===== config.mk =====
export PLATFORM = sky130hd
export DESIGN_NAME = alu_seq_flat
export DESIGN_NICKNAME = d
export VERILOG_FILES = /design/src/rtl/alu_seq_if.sv /design/src/rtl/alu_seq.sv /design/src/flat_wrapper.sv
export SDC_FILE = /design/constraint.sdc
export NUM_CORES = 1
export LEC_CHECK = 0
export CORE_MARGIN = 2
export CORE_UTILIZATION = 25
export DETAILED_ROUTE_END_ITERATION = 8
export PLACE_DENSITY = 0.51
export SLEW_MARGIN = 20
export SYNTH_ARGS = -nofsm -noshare
export SYNTH_HDL_FRONTEND = slang
export SYNTH_SLANG_ARGS = --single-unit

===== constraint.sdc =====
create_clock -name clk -period 4.8 [get_ports clk]
set_input_delay 0.48 -clock clk [delete_from_list [all_inputs] [get_ports clk]]
set_output_delay 0.48 -clock clk [all_outputs]
set_load 0.02 [all_outputs]

===== src/rtl/alu_seq_if.sv =====
// alu_seq_if: handshake/operand/result bundle for alu_seq.
//   Input side : in_valid, in_ready, op, a, b, flag_clr
//   Output side: out_valid, out_ready, result, c_flag, v_flag, z_flag, n_flag, busy
// master drives operands and out_ready. slave is the ALU.
interface alu_seq_if #(
  parameter int unsigned WIDTH = 8
);
  logic             in_valid;
  logic             in_ready;
  logic [3:0]       op;
  logic [WIDTH-1:0] a;
  logic [WIDTH-1:0] b;
  logic             flag_clr;
  logic             out_valid;
  logic             out_ready;
  logic [WIDTH-1:0] result;
  logic             c_flag;
  logic             v_flag;
  logic             z_flag;
  logic             n_flag;
  logic             busy;

  modport master (
    output in_valid, op, a, b, flag_clr, out_ready,
    input  in_ready, out_valid, result, c_flag, v_flag, z_flag, n_flag, busy
  );

  modport slave (
    input  in_valid, op, a, b, flag_clr, out_ready,
    output in_ready, out_valid, result, c_flag, v_flag, z_flag, n_flag, busy
  );
endinterface


===== src/rtl/alu_seq.sv =====
// alu_seq: registered WIDTH-bit ALU with valid/ready handshakes, a persistent carry for
// ADC/SBB chains, CMP, saturating shifts and an iterative shift-add unsigned multiply.
//   clk   : rising-edge clock
//   rst_n : asynchronous active-low reset
//   bus   : alu_seq_if slave (operands in, registered result/flags out, busy)
module alu_seq #(
  parameter int unsigned WIDTH = 8
) (
  input logic      clk,
  input logic      rst_n,
  alu_seq_if.slave bus
);
  localparam int unsigned SHW = $clog2(WIDTH);
  localparam logic [SHW-1:0] CntLast = SHW'(WIDTH - 1);

  localparam logic [3:0] OpNot = 4'h0, OpSll = 4'h1, OpSrl = 4'h2, OpSra = 4'h3;
  localparam logic [3:0] OpAnd = 4'h4, OpOr  = 4'h5, OpXor = 4'h6, OpAdd = 4'h7;
  localparam logic [3:0] OpAdc = 4'h8, OpSub = 4'h9, OpSbb = 4'hA, OpCmp = 4'hB;
  localparam logic [3:0] OpMul = 4'hC;

  typedef enum logic [0:0] {StIdle = 1'b0, StMul = 1'b1} state_e;

  state_e             r_state, w_state_nxt;
  logic               r_out_valid;
  logic [WIDTH-1:0]   r_result;
  logic               r_c, r_v, r_z, r_n;
  logic               r_carry;
  logic [2*WIDTH-1:0] r_mcand, r_acc;
  logic [WIDTH-1:0]   r_mplier;
  logic [SHW-1:0]     r_cnt;

  logic               w_in_ready, w_accept, w_cin, w_load;
  logic [WIDTH:0]     w_sum, w_diff, w_sll, w_srl, w_sra;
  logic [WIDTH-1:0]   w_alu_res, w_zn_src, w_ld_res;
  logic               w_alu_c, w_alu_v;
  logic               w_ld_c, w_ld_v, w_ld_z, w_ld_n;
  logic [2*WIDTH-1:0] w_acc_nxt;

  assign w_in_ready = (r_state == StIdle) && (!r_out_valid || bus.out_ready);
  assign w_accept   = bus.in_valid && w_in_ready;
  assign w_cin      = bus.flag_clr ? 1'b0 : r_carry;

  // One extra bit on each side captures carry/borrow and the last bit shifted out.
  assign w_sum  = {1'b0, bus.a} + {1'b0, bus.b}
                + {{WIDTH{1'b0}}, (bus.op == OpAdc) && w_cin};
  assign w_diff = {1'b0, bus.a} - {1'b0, bus.b}
                - {{WIDTH{1'b0}}, (bus.op == OpSbb) && w_cin};
  assign w_sll  = {1'b0, bus.a} << bus.b;
  assign w_srl  = {bus.a, 1'b0} >> bus.b;
  assign w_sra  = $signed({bus.a, 1'b0}) >>> bus.b;

  assign w_acc_nxt = r_acc + (r_mplier[0] ? r_mcand : '0);

  always_comb begin
    w_alu_res = '0;
    w_alu_c   = 1'b0;
    w_alu_v   = 1'b0;
    case (bus.op)
      OpNot: w_alu_res = ~bus.a;
      OpSll: begin
        w_alu_res = w_sll[WIDTH-1:0];
        w_alu_c   = w_sll[WIDTH];
      end
      OpSrl: begin
        w_alu_res = w_srl[WIDTH:1];
        w_alu_c   = w_srl[0];
      end
      OpSra: begin
        w_alu_res = w_sra[WIDTH:1];
        w_alu_c   = w_sra[0];
      end
      OpAnd: w_alu_res = bus.a & bus.b;
      OpOr:  w_alu_res = bus.a | bus.b;
      OpXor: w_alu_res = bus.a ^ bus.b;
      OpAdd, OpAdc: begin
        w_alu_res = w_sum[WIDTH-1:0];
        w_alu_c   = w_sum[WIDTH];
        w_alu_v   = (bus.a[WIDTH-1] == bus.b[WIDTH-1]) && (w_sum[WIDTH-1] != bus.a[WIDTH-1]);
      end
      OpSub, OpSbb, OpCmp: begin
        w_alu_res = (bus.op == OpCmp) ? bus.a : w_diff[WIDTH-1:0];
        w_alu_c   = w_diff[WIDTH];
        w_alu_v   = (bus.a[WIDTH-1] != bus.b[WIDTH-1]) && (w_diff[WIDTH-1] != bus.a[WIDTH-1]);
      end
      default: ;
    endcase
    // CMP passes a through but reports Z/N of the difference.
    w_zn_src = (bus.op == OpCmp) ? w_diff[WIDTH-1:0] : w_alu_res;
  end

  always_comb begin
    w_state_nxt = r_state;
    w_load      = 1'b0;
    w_ld_res    = w_alu_res;
    w_ld_c      = w_alu_c;
    w_ld_v      = w_alu_v;
    w_ld_z      = (w_zn_src == '0);
    w_ld_n      = w_zn_src[WIDTH-1];
    unique case (r_state)
      StIdle: begin
        if (w_accept) begin
          if (bus.op == OpMul) w_state_nxt = StMul;
          else                 w_load      = 1'b1;
        end
      end
      StMul: begin
        if (r_cnt == CntLast) begin
          w_load      = 1'b1;
          w_ld_res    = w_acc_nxt[WIDTH-1:0];
          w_ld_c      = |w_acc_nxt[2*WIDTH-1:WIDTH];
          w_ld_v      = |w_acc_nxt[2*WIDTH-1:WIDTH];
          w_ld_z      = (w_acc_nxt[WIDTH-1:0] == '0);
          w_ld_n      = w_acc_nxt[WIDTH-1];
          w_state_nxt = StIdle;
        end
      end
      default: w_state_nxt = StIdle;
    endcase
  end

  always_ff @(posedge clk or negedge rst_n) begin
    if (!rst_n) begin
      r_state     <= StIdle;
      r_out_valid <= 1'b0;
      r_result    <= '0;
      r_c         <= 1'b0;
      r_v         <= 1'b0;
      r_z         <= 1'b0;
      r_n         <= 1'b0;
      r_carry     <= 1'b0;
    end else begin
      r_state     <= w_state_nxt;
      r_out_valid <= w_load || (r_out_valid && !bus.out_ready);
      // A completing op's carry takes priority over a simultaneous flag_clr.
      r_carry     <= w_load ? w_ld_c : (bus.flag_clr ? 1'b0 : r_carry);
      if (w_load) begin
        r_result <= w_ld_res;
        r_c      <= w_ld_c;
        r_v      <= w_ld_v;
        r_z      <= w_ld_z;
        r_n      <= w_ld_n;
      end
    end
  end

  // Shift-add multiplier: one multiplier bit per cycle while in StMul.
  always_ff @(posedge clk or negedge rst_n) begin
    if (!rst_n) begin
      r_mcand  <= '0;
      r_mplier <= '0;
      r_acc    <= '0;
      r_cnt    <= '0;
    end else if ((r_state == StIdle) && w_accept && (bus.op == OpMul)) begin
      r_mcand  <= {{WIDTH{1'b0}}, bus.a};
      r_mplier <= bus.b;
      r_acc    <= '0;
      r_cnt    <= '0;
    end else if (r_state == StMul) begin
      r_mcand  <= r_mcand << 1;
      r_mplier <= r_mplier >> 1;
      r_acc    <= w_acc_nxt;
      r_cnt    <= r_cnt + 1'b1;
    end
  end

  assign bus.in_ready  = w_in_ready;
  assign bus.out_valid = r_out_valid;
  assign bus.result    = r_result;
  assign bus.c_flag    = r_c;
  assign bus.v_flag    = r_v;
  assign bus.z_flag    = r_z;
  assign bus.n_flag    = r_n;
  assign bus.busy      = (r_state == StMul);
endmodule


===== src/flat_wrapper.sv =====
// flat-port wrapper written by rule: the top's interface ports become plain ports
module alu_seq_flat 
#(
  parameter int unsigned WIDTH = 8
)
  (clk, rst_n, bus_in_valid, bus_op, bus_a, bus_b, bus_flag_clr, bus_out_ready, bus_in_ready, bus_out_valid, bus_result, bus_c_flag, bus_v_flag, bus_z_flag, bus_n_flag, bus_busy);
  alu_seq_if #(.WIDTH(WIDTH)) bus_i ();
  input logic clk;
  input logic rst_n;
  input wire logic [$bits(bus_i.in_valid)-1:0] bus_in_valid;
  input wire logic [$bits(bus_i.op)-1:0] bus_op;
  input wire logic [$bits(bus_i.a)-1:0] bus_a;
  input wire logic [$bits(bus_i.b)-1:0] bus_b;
  input wire logic [$bits(bus_i.flag_clr)-1:0] bus_flag_clr;
  input wire logic [$bits(bus_i.out_ready)-1:0] bus_out_ready;
  output wire logic [$bits(bus_i.in_ready)-1:0] bus_in_ready;
  output wire logic [$bits(bus_i.out_valid)-1:0] bus_out_valid;
  output wire logic [$bits(bus_i.result)-1:0] bus_result;
  output wire logic [$bits(bus_i.c_flag)-1:0] bus_c_flag;
  output wire logic [$bits(bus_i.v_flag)-1:0] bus_v_flag;
  output wire logic [$bits(bus_i.z_flag)-1:0] bus_z_flag;
  output wire logic [$bits(bus_i.n_flag)-1:0] bus_n_flag;
  output wire logic [$bits(bus_i.busy)-1:0] bus_busy;
  assign bus_i.in_valid = bus_in_valid;
  assign bus_i.op = bus_op;
  assign bus_i.a = bus_a;
  assign bus_i.b = bus_b;
  assign bus_i.flag_clr = bus_flag_clr;
  assign bus_i.out_ready = bus_out_ready;
  assign bus_in_ready = bus_i.in_ready;
  assign bus_out_valid = bus_i.out_valid;
  assign bus_result = bus_i.result;
  assign bus_c_flag = bus_i.c_flag;
  assign bus_v_flag = bus_i.v_flag;
  assign bus_z_flag = bus_i.z_flag;
  assign bus_n_flag = bus_i.n_flag;
  assign bus_busy = bus_i.busy;
  alu_seq #(.WIDTH(WIDTH)) u_core (.clk(clk), .rst_n(rst_n), .bus(bus_i));
endmodule

* Word-level counts from Yosys, hierarchy flattened
Index checks and enable logic that the tools add are counted.
** Cells by class
- $add $sub $neg :: 6
- Eq/ne operators :: 17
- Shifts and indexed selects :: 3
- Muxes and demuxes :: 34
- Bitwise operators :: 5
- Reduce and logical (&&, ||, !) cells :: 20
** Operators with widths (number)
- $mux 16 :: 5
- $pmux 8 s9 :: 1
- $mux 8 :: 6
- $eq 4x4->1 const B :: 5
- $add 16x16->16 :: 1
- $eq 4x3->1 const B :: 4
- $logic_not 8->1 :: 2
- $mux 1 :: 16
- $add 8x8->9 :: 1
- $add 9x1->9 :: 1
- $logic_and 1x1->1 :: 9
- $shl 8x8->9 :: 1
- $shr 9x8->9 :: 1
- $sshr 9x8->9 :: 1
- $sub 8x8->9 :: 1
- $sub 9x1->9 :: 1
- $and 8x8->8 :: 1
- $eq 4x2->1 const B :: 2
- $not 8->8 :: 1
- $or 8x8->8 :: 1
- $reduce_or 8->1 :: 1
- $xor 8x8->8 :: 1
- $mux 3 :: 2
- $pmux 1 s2 :: 3
- other kinds (13) :: 17
** Storage, ports and cells
- Register bits after elaboration :: 58
- Input port bits :: 25
- Logic and storage cells :: 97

* Depth between registers and ports, before layout
Gate-level depths: netlist of run 1.
- Depth in word-level cells :: 9
- Mapped depth :: 15

* Worst setup path before layout of run 1
No wires, ideal clock.
- Path type :: in2reg
- From :: input port bus_op[3]
- To :: register u_core.r_result[4] (netlist: u_core.bus.result[4])
- Arrival time :: 3.242 ns
- Data required time :: 4.669 ns
- Path slack :: 1.427 ns
- Cell stages on the path :: 13
- Path buffers :: 1
- Path through :: clkbuf_1 > nor2b_1 > nand3_1 > fa_1 > fa_1 > o21a_1 > o22ai_1 > o2bb2ai_1 > a311o_1 > nor4_1 > nand2_1 > o21ai_1 > o21ai_1
** On the way
- Word-level cells in the longest chain between the ends :: 7
- Elaborated cells between the ends (all ways) :: 26
- Those cells by class :: add/sub: 2; eq/ne: 12; mux: 7; reduce/logical: 5
** Ends and longest elaborated chain
- start, declared :: line flat_wrapper.sv:11 : input wire logic [$bits(bus_i.op)-1:0] bus_op;
- $eq 4x4->1 :: line alu_seq.sv:47, alu_seq.sv:58
- $logic_and 1x1->1 :: line alu_seq.sv:47 : - {{WIDTH{1'b0}}, (bus.op == OpSbb) && w_cin};
- $sub 9x1->9 :: line alu_seq.sv:47
- $mux 8 :: line alu_seq.sv:81 : w_alu_res = (bus.op == OpCmp) ? bus.a : w_diff[WIDTH-1:0];
- $pmux 8 s9 :: line alu_seq.sv:58 : case (bus.op)
- $mux 8 :: line alu_seq.sv:107 : if (r_cnt == CntLast) begin
- $mux 8 :: line alu_seq.sv:99 : unique case (r_state)
- end signal, assigned :: line alu_seq.sv:137 : r_result <= w_ld_res;
- end, declared :: line alu_seq.sv:25 : logic [WIDTH-1:0] r_result;
Parallel ways exist; a longest one is shown, timed or not.
A chain may end at the register's enable or synchronous reset.

* Worst setup path after layout of run 1
- From :: input port bus_a[0]
- To :: register u_core.r_z (netlist: u_core.bus.z_flag)
** On the way
- Word-level cells in the longest chain between the ends :: 8
- Elaborated cells between the ends (all ways) :: 17
- Those cells by class :: add/sub: 4; shift: 3; mux: 5; bitwise: 4; reduce/logical: 1
** Ends and longest elaborated chain
- start, declared :: line flat_wrapper.sv:12 : input wire logic [$bits(bus_i.a)-1:0] bus_a;
- $sub 8x8->9 :: line alu_seq.sv:46 : assign w_diff = {1'b0, bus.a} - {1'b0, bus.b}
- $sub 9x1->9 :: line alu_seq.sv:47
- $mux 8 :: line alu_seq.sv:81
- $pmux 8 s9 :: line alu_seq.sv:58
- $mux 8 * :: line alu_seq.sv:88 : w_zn_src = (bus.op == OpCmp) ? w_diff[WIDTH-1:0] : w_alu_res;
- $logic_not 8->1 * :: line alu_seq.sv:97 : w_ld_z = (w_zn_src == '0);
- $mux 1 :: line alu_seq.sv:107
- $mux 1 * :: line alu_seq.sv:99
- end signal, assigned :: line alu_seq.sv:140 : r_z <= w_ld_z;
- end, declared :: line alu_seq.sv:26 : logic r_c, r_v, r_z, r_n;
Mark *: on every way between the ends. The rest lies on a longest branch, timed or not.

==> implementation parameters, run 1 <==
Parameter                              Value

Clock network
  Root buf cell    clkbuf_16
  Resized cells post-CTS    0
  Clock tree from TritonCTS    done
  CTS H-tree lvls    3
  Clock edge transition at the registers on the reported setup and hold paths    0.05 ns
  Longest Clk Path Bufs    2
  Hold buffers post-CTS    0
  Clock sink count    58
  Number of clock buffers inserted by TritonCTS    9
  Clock latency at the later pin of the worst-skew pair    0.33 ns
  Setup repair bufs after CTS    0

Finish
  Layout Cells excl Fill    1092
  Fraction of layout cells with a size suffix above 1    7.63%
  Antenna cells    0
  Design area    between 7000 and 8000 µm²
  Fill count    2505
  Number of nets at the end of the flow    845
  Area grow syn2layout    17.4%

Worst setup path
  Critical Path End Type    flop
  CP Max Fanout    8
  Top delay family on crit path    compound AO/OA/AOI/OAI gates
  Longest individual stage delay on the worst path    0.72 ns
  Most Frequent Cell on Critical Path    fa_1
  Critical path required time    5.05 ns
  Arrival @ worst endpoint    4.01 ns
  Start-to-end type of the worst setup path    in2reg
  Worst path cell trace    clkdlybuf4s50_1 > inv_1 > fa_1 > fa_1 > nor2b_1 > o221ai_1 > a21oi_1 > xor2_1 > a221oi_1 > a41oi_1 > o21ai_1
  Critical path buffer and inverter count    2
  Highest-delay cell along the critical path    clkdlybuf4s50_1
  Worst Setup Start Kind    input pin

STA
  Fin. Hold Viols    0
  Worst slew margin relative to its limit    43.3%
  Achievable clock frequency    0.266 GHz
  RSZ-0062 raised after global routing    false
  Final period util    78.4%
  Clock period minus final worst setup slack    3.77 ns
  Worst Max-Slew Pin Slew    0.841 ns
  Setup Total Neg Slack    0 ns
  Final Skew    roughly 0.0066 ns
  # setup viols final    0
  Max-slew violation count    0

Synth
  Synth warn    0
  Top cell types by occurrence after synthesis    nand2_1, dfrtp_1, nor2_1
  Synthesis-stage register bit count    58
  Dominant register cell in the synthesized netlist    dfrtp_1
  Post-synthesis async set-or-reset flop share    100%
  Sequential fraction of the synthesis area    24.3%
  Combined area of all synthesized cells    5970 µm²
  Distinct cells, synth    79
  Post-synth EDFFs    0
  Cell type with the highest aggregate area in the netlist    dfrtp_1
  Area fraction of the dominant cell type after synthesis    roughly a quarter
  Cell types with the largest area share after synthesis    dfrtp_1, ha_1, mux2i_1
  Mean post-synth cell area    8.04 µm²
  Post-Synthesis Net Count    820
  Most numerous cell in the Yosys netlist    nand2_1
  Number of instances in the synthesized netlist    743

Floorplan
  Initial core utilization    25.4%
  Die area    25100 µm²
  Die boundary height    159 µm
  # rows    56
  Die boundary width    159 µm
  Boundary Pins    40
  Core outline area    23500 µm²

Drt
  Total wirelength of the detailed-routed design    between 20 and 25 mm
  Antenna Nets Post-Route    0
  Vias after detailed routing    5940
  DRC Markers    0
  Post-detailed-route via-to-cell ratio    5.44
  Routed len/inst    18.6 µm
  Number of detailed-route iterations in the first pass    5
  Iteration-0 DRC Markers    about 740

Power and ir drop
  Design Power    2.60 mW
  Leakage power    2.97 nW
  Pwr/cell area    371 nW/µm²
  Maximum vdd ir drop    0.145 mV

Global route
  Total GRT Usage    16.3%
  Initial antenna violation count    0
  Largest net degree at the start of global routing    between 50 and 60
  Global-route wire length before repair    31.7 mm
  Via count of the first global-routing pass    5541
  Global-route congestion overflow total    0

Placed design
  Placed cells    1076
  HPWL after detailed placement    15.1 mm
  Count of buffers from port buffering    39
  Placement Cell Area    a little under 7000 µm²
  Placer's final routability congestion estimate    about 0.94

Status
  Run status    completed

Job
  Reported max-cap violation count    0

Worst hold path
  Min-delay worst type    in2async
[through the flow]
stage               hold WS [ns]  utilization, %  setup WS (ns)
detailed placement         0.498            28.7          0.749
finish                     0.289            29.9           1.03
global placement           0.486            28.7          0.788
CTS                        0.344            29.9           1.08
floorplan                  0.184               -           1.43
global route               0.365            29.9          0.852
[registers in the layout, indices dropped and copies added, names as in the netlist]
name,count
u_core.bus.result,8
u_core.bus.v_flag,1
u_core.bus.c_flag,1
u_core.r_cnt,3
u_core.r_acc,16
u_core.r_carry,1
u_core.bus.out_valid,1
u_core.bus.n_flag,1
u_core.bus.busy,1
u_core.bus.z_flag,1
u_core.r_mplier,8
u_core.r_mcand,16
[where the power goes]
part	total [mW]	switching (mW)	internal, mW
Sequential	0.813	0.142	0.670
Clock	0.593	0.218	0.374
Combinational	1.19	0.695	0.498
[cell type report]
class | count | area [µm²] | share of cell area, %
inverter | 31 | 116 | 1.66
multi-input combinational | 608 | 4220 | 60.3
tap | 319 | 399 | 5.69
clock inverter | 3 | 15.0 | 0.214
sequential | 58 | 1450 | 20.7
clock buffer | 13 | 260 | 3.71
timing repair buffer | 60 | 543 | 7.75
[worst paths after layout]
check | to | slack, ns | from | cells after the start
max | u_core.bus.z_flag | 1.03 | bus_a[0] | 11
min | u_core.r_mcand[11] | 0.29 | rst_n | 2
max reg2reg | u_core.r_carry | 1.24 | u_core.r_mplier[0] | 11
min reg2reg | u_core.r_mplier[7] | 0.51 | u_core.r_mplier[7] | 2
max in group asynchronous | u_core.bus.busy | 3.95 | rst_n | 2
min in group clk | u_core.r_mplier[7] | 0.51 | u_core.r_mplier[7] | 2
[kinds of logic (layout without fill, tap and decap cells)]
group	after synthesis	count (layout)	synth area share, %
xor gates and xnor gates	22	22	3.23
muxes	43	43	8.13
AOI/OAI and AO/OA	220	220	24.7
DFF	58	58	24.3
and+or+nand+nor	271	271	23.0
buffers and inverters	77	107	5.09
adders and majority gates	52	52	11.5
[placed cells by master, fill, tap and decap left out, types with 15 or more instances in the layout]
cell / count
nor3_1: 20
nand3_1: 15
o21ai_0: 46
ha_1: 47
inv_1: 30
buf_4: 21
nand2_1: 93
xnor2_1: 15
mux2i_1: 35
and2_1: 17
dfrtp_1: 57
a21oi_1: 35
nor2b_1: 15
nor2_1: 48
clkdlybuf4s50_1: 38
[layer usage]
layer  share of wire [%]  up-vias  track usage, %
met5                   0        -               0
li1                    -     2799               -
met1                  47     2865            23.3
met3                 6.9       39            2.29
met4                 2.3        0            4.85
met2                  44      237            25.4
[worst register-to-register path, stage by stage, from the launching register on]
cell and delay, ns:
dfrtp_1 0.56, and2_1 0.25, ha_1 0.23, fa_1 0.46, a211oi_1 0.32, o21ai_1 0.17, a41oi_2 0.31, o2111ai_1 0.17
a21oi_1 0.19, xor2_1 0.20, a41oi_1 0.29, or2_1 0.30
Power figures use the tool's default switching activity.
==> inputs of run 2 (changes only) <==
==> constraint.sdc (replaced) <==
create_clock -name clk -period 3.66 [get_ports clk]
set_input_delay 0.366 -clock clk [delete_from_list [all_inputs] [get_ports clk]]
set_output_delay 0.366 -clock clk [all_outputs]
set_load 0.02 [all_outputs]
==> implementation parameters, run 2 (synthesis gave the netlist of run 1 again) <==
Parameter                              Value

Status
  Run status    completed

Finish
  Total area of sequential cells    1450 µm²
  Number of nets at the end of the flow    889
  Antenna cells    0
  Design area    7390 µm²
  Biggest regs    u_core.r_acc (16), u_core.r_mcand (16)
  Commonest non-fill, non-tap cells in the layout    nand2_1, buf_4, dfrtp_1
  Area grow syn2layout    23.7%
  Most frequent standard cell in the layout excluding fill and tap cells    nand2_1
  Fraction of layout cells with a size suffix above 1    roughly an eighth
  Multi-input gate area in the final layout    4230 µm²
  Fill count    between 2000 and 3000

Floorplan
  Core outline area    23500 µm²
  # rows    56
  Die boundary width    159 µm
  Die boundary height    between 150 and 200 µm
  Initial core utilization    between 20% and 30%
  Boundary Pins    40
  Die area    25100 µm²

Clock network
  Root buf cell    clkbuf_16
  Clock edge transition at the registers on the reported setup and hold paths    0.05 ns
  Clock latency at the later pin of the worst-skew pair    0.33 ns
  Clock sink count    58
  Longest Clk Path Bufs    2
  CTS H-tree lvls    3
  Setup repair bufs after CTS    0
  Clock tree from TritonCTS    done
  Hold buffers post-CTS    0
  Number of clock buffers inserted by TritonCTS    9
  Resized cells post-CTS    0

Worst setup path
  Critical path required time    3.87 ns
  Worst Setup Start Kind    input pin
  Arrival @ worst endpoint    3.56 ns
  Longest individual stage delay on the worst path    roughly 0.47 ns
  Critical Path End Type    flop
  Worst path cell trace    clkdlybuf4s50_1 > nor2b_2 > nand3_1 > fa_1 > fa_1 > o21a_1 > o22ai_1 > o2bb2ai_1 > a311o_1 > nor4_2 > buf_4 > nand2_1 > o21ai_1 > o21ai_1
  Start-to-end type of the worst setup path    in2reg
  Highest-delay cell along the critical path    clkdlybuf4s50_1
  CP Max Fanout    4

Global route
  Global-route congestion overflow total    0
  Initial antenna violation count    0
  Global-route wire length before repair    roughly 33 mm
  Largest net degree at the start of global routing    45
  Via count of the first global-routing pass    5646
  Total GRT Usage    17.0%

Power and ir drop
  Maximum vdd ir drop    0.223 mV
  Pwr/cell area    485 nW/µm²
  Leakage power    about 3.2 nW

Drt
  DRC Markers    0
  Antenna Nets Post-Route    0
  Total wirelength of the detailed-routed design    20.8 mm
  Iteration-0 DRC Markers    around 630
  Vias after detailed routing    6033
  Number of detailed-route iterations in the first pass    5
  Post-detailed-route via-to-cell ratio    5.32
  Routed len/inst    around 18 µm

STA
  Final Skew    about 0.0054 ns
  # setup viols final    0
  Setup Total Neg Slack    0 ns
  Clock period minus final worst setup slack    around 3.4 ns
  Max-slew violation count    0
  Achievable clock frequency    0.298 GHz
  Worst Max-Slew Pin Slew    0.617 ns
  Worst slew margin relative to its limit    58.9%
  RSZ-0062 raised after global routing    false
  Final period util    roughly nine tenths
  Fin. Hold Viols    0

Placed design
  Count of buffers from port buffering    39
  Placer's final routability congestion estimate    0.959
  Placement Cell Area    7070 µm²
  HPWL after detailed placement    16.1 mm

Job
  Reported max-cap violation count    0

Worst hold path
  Min-delay worst type    in2async
[run 2: stage by stage]
stage / utilization, % / setup slack (ns) / power, mW / hold WS [ns] / cells
2_1_floorplan: - / 0.401 / 2.07 / 0.0704 / 743
3_3_place_gp: 30.1 / -0.220 / 2.69 / 0.492 / 1120
3_5_place_dp: 30.1 / -0.234 / 2.70 / 0.492 / 1120
4_1_cts: 31.4 / 0.0949 / 3.61 / 0.260 / 1135
5_1_grt: 31.5 / 0.0318 / 3.84 / 0.0735 / 1135
6_report: 31.5 / 0.307 / 3.58 / 0.0367 / 1135
[run 2: path summary, 6_finish.rpt]
| kind | from | to | slack [ns] | cells after the start |
|---|---|---|---|---|
| setup / recovery | bus_op[3] | u_core.bus.result[4] | 0.31 | 14 |
| hold / removal | rst_n | u_core.r_mcand[11] | 0.04 | 1 |
| setup reg to reg | u_core.r_mplier[0] | u_core.r_carry | 0.34 | 11 |
| hold reg to reg | u_core.r_mcand[3] | u_core.r_mcand[3] | 0.51 | 2 |
| max in group asynchronous | rst_n | u_core.bus.busy | 2.99 | 2 |
| min in group clk | u_core.r_mcand[3] | u_core.r_mcand[3] | 0.51 | 2 |
[run 2: area by class of cell]
type	count	area share, %
Clock buffer	12	3.34
Clock inverter	3	0.881
Inverter	31	1.57
Multi-Input combinational cell	608	57.3
Sequential cell	58	19.7
Tap cell	319	5.40
Timing Repair Buffer	104	11.9
[run 2: layer usage]
metal / GRT usage [%] / wire length, µm
met1: 24.2 / 9830
met2: 25.5 / 9060
met3: 3.78 / 1480
met4: 4.93 / 456
met5: 0 / 0
[run 2: where the power goes]
part / leakage (nW) / internal (mW) / switching (mW) / total [mW]
clock: 0.153 / 0.608 / 0.275 / 0.883
combinational: 2.29 / 0.712 / 0.912 / 1.62
sequential: 0.756 / 0.879 / 0.194 / 1.07
[run 2: worst max-delay path: cells and delay by family]
kind            cells  cell delay, ns
compound gates      6            0.95
fa+ha+maj           2            0.86
simple gates        4            0.72
buf+inv             2            0.65
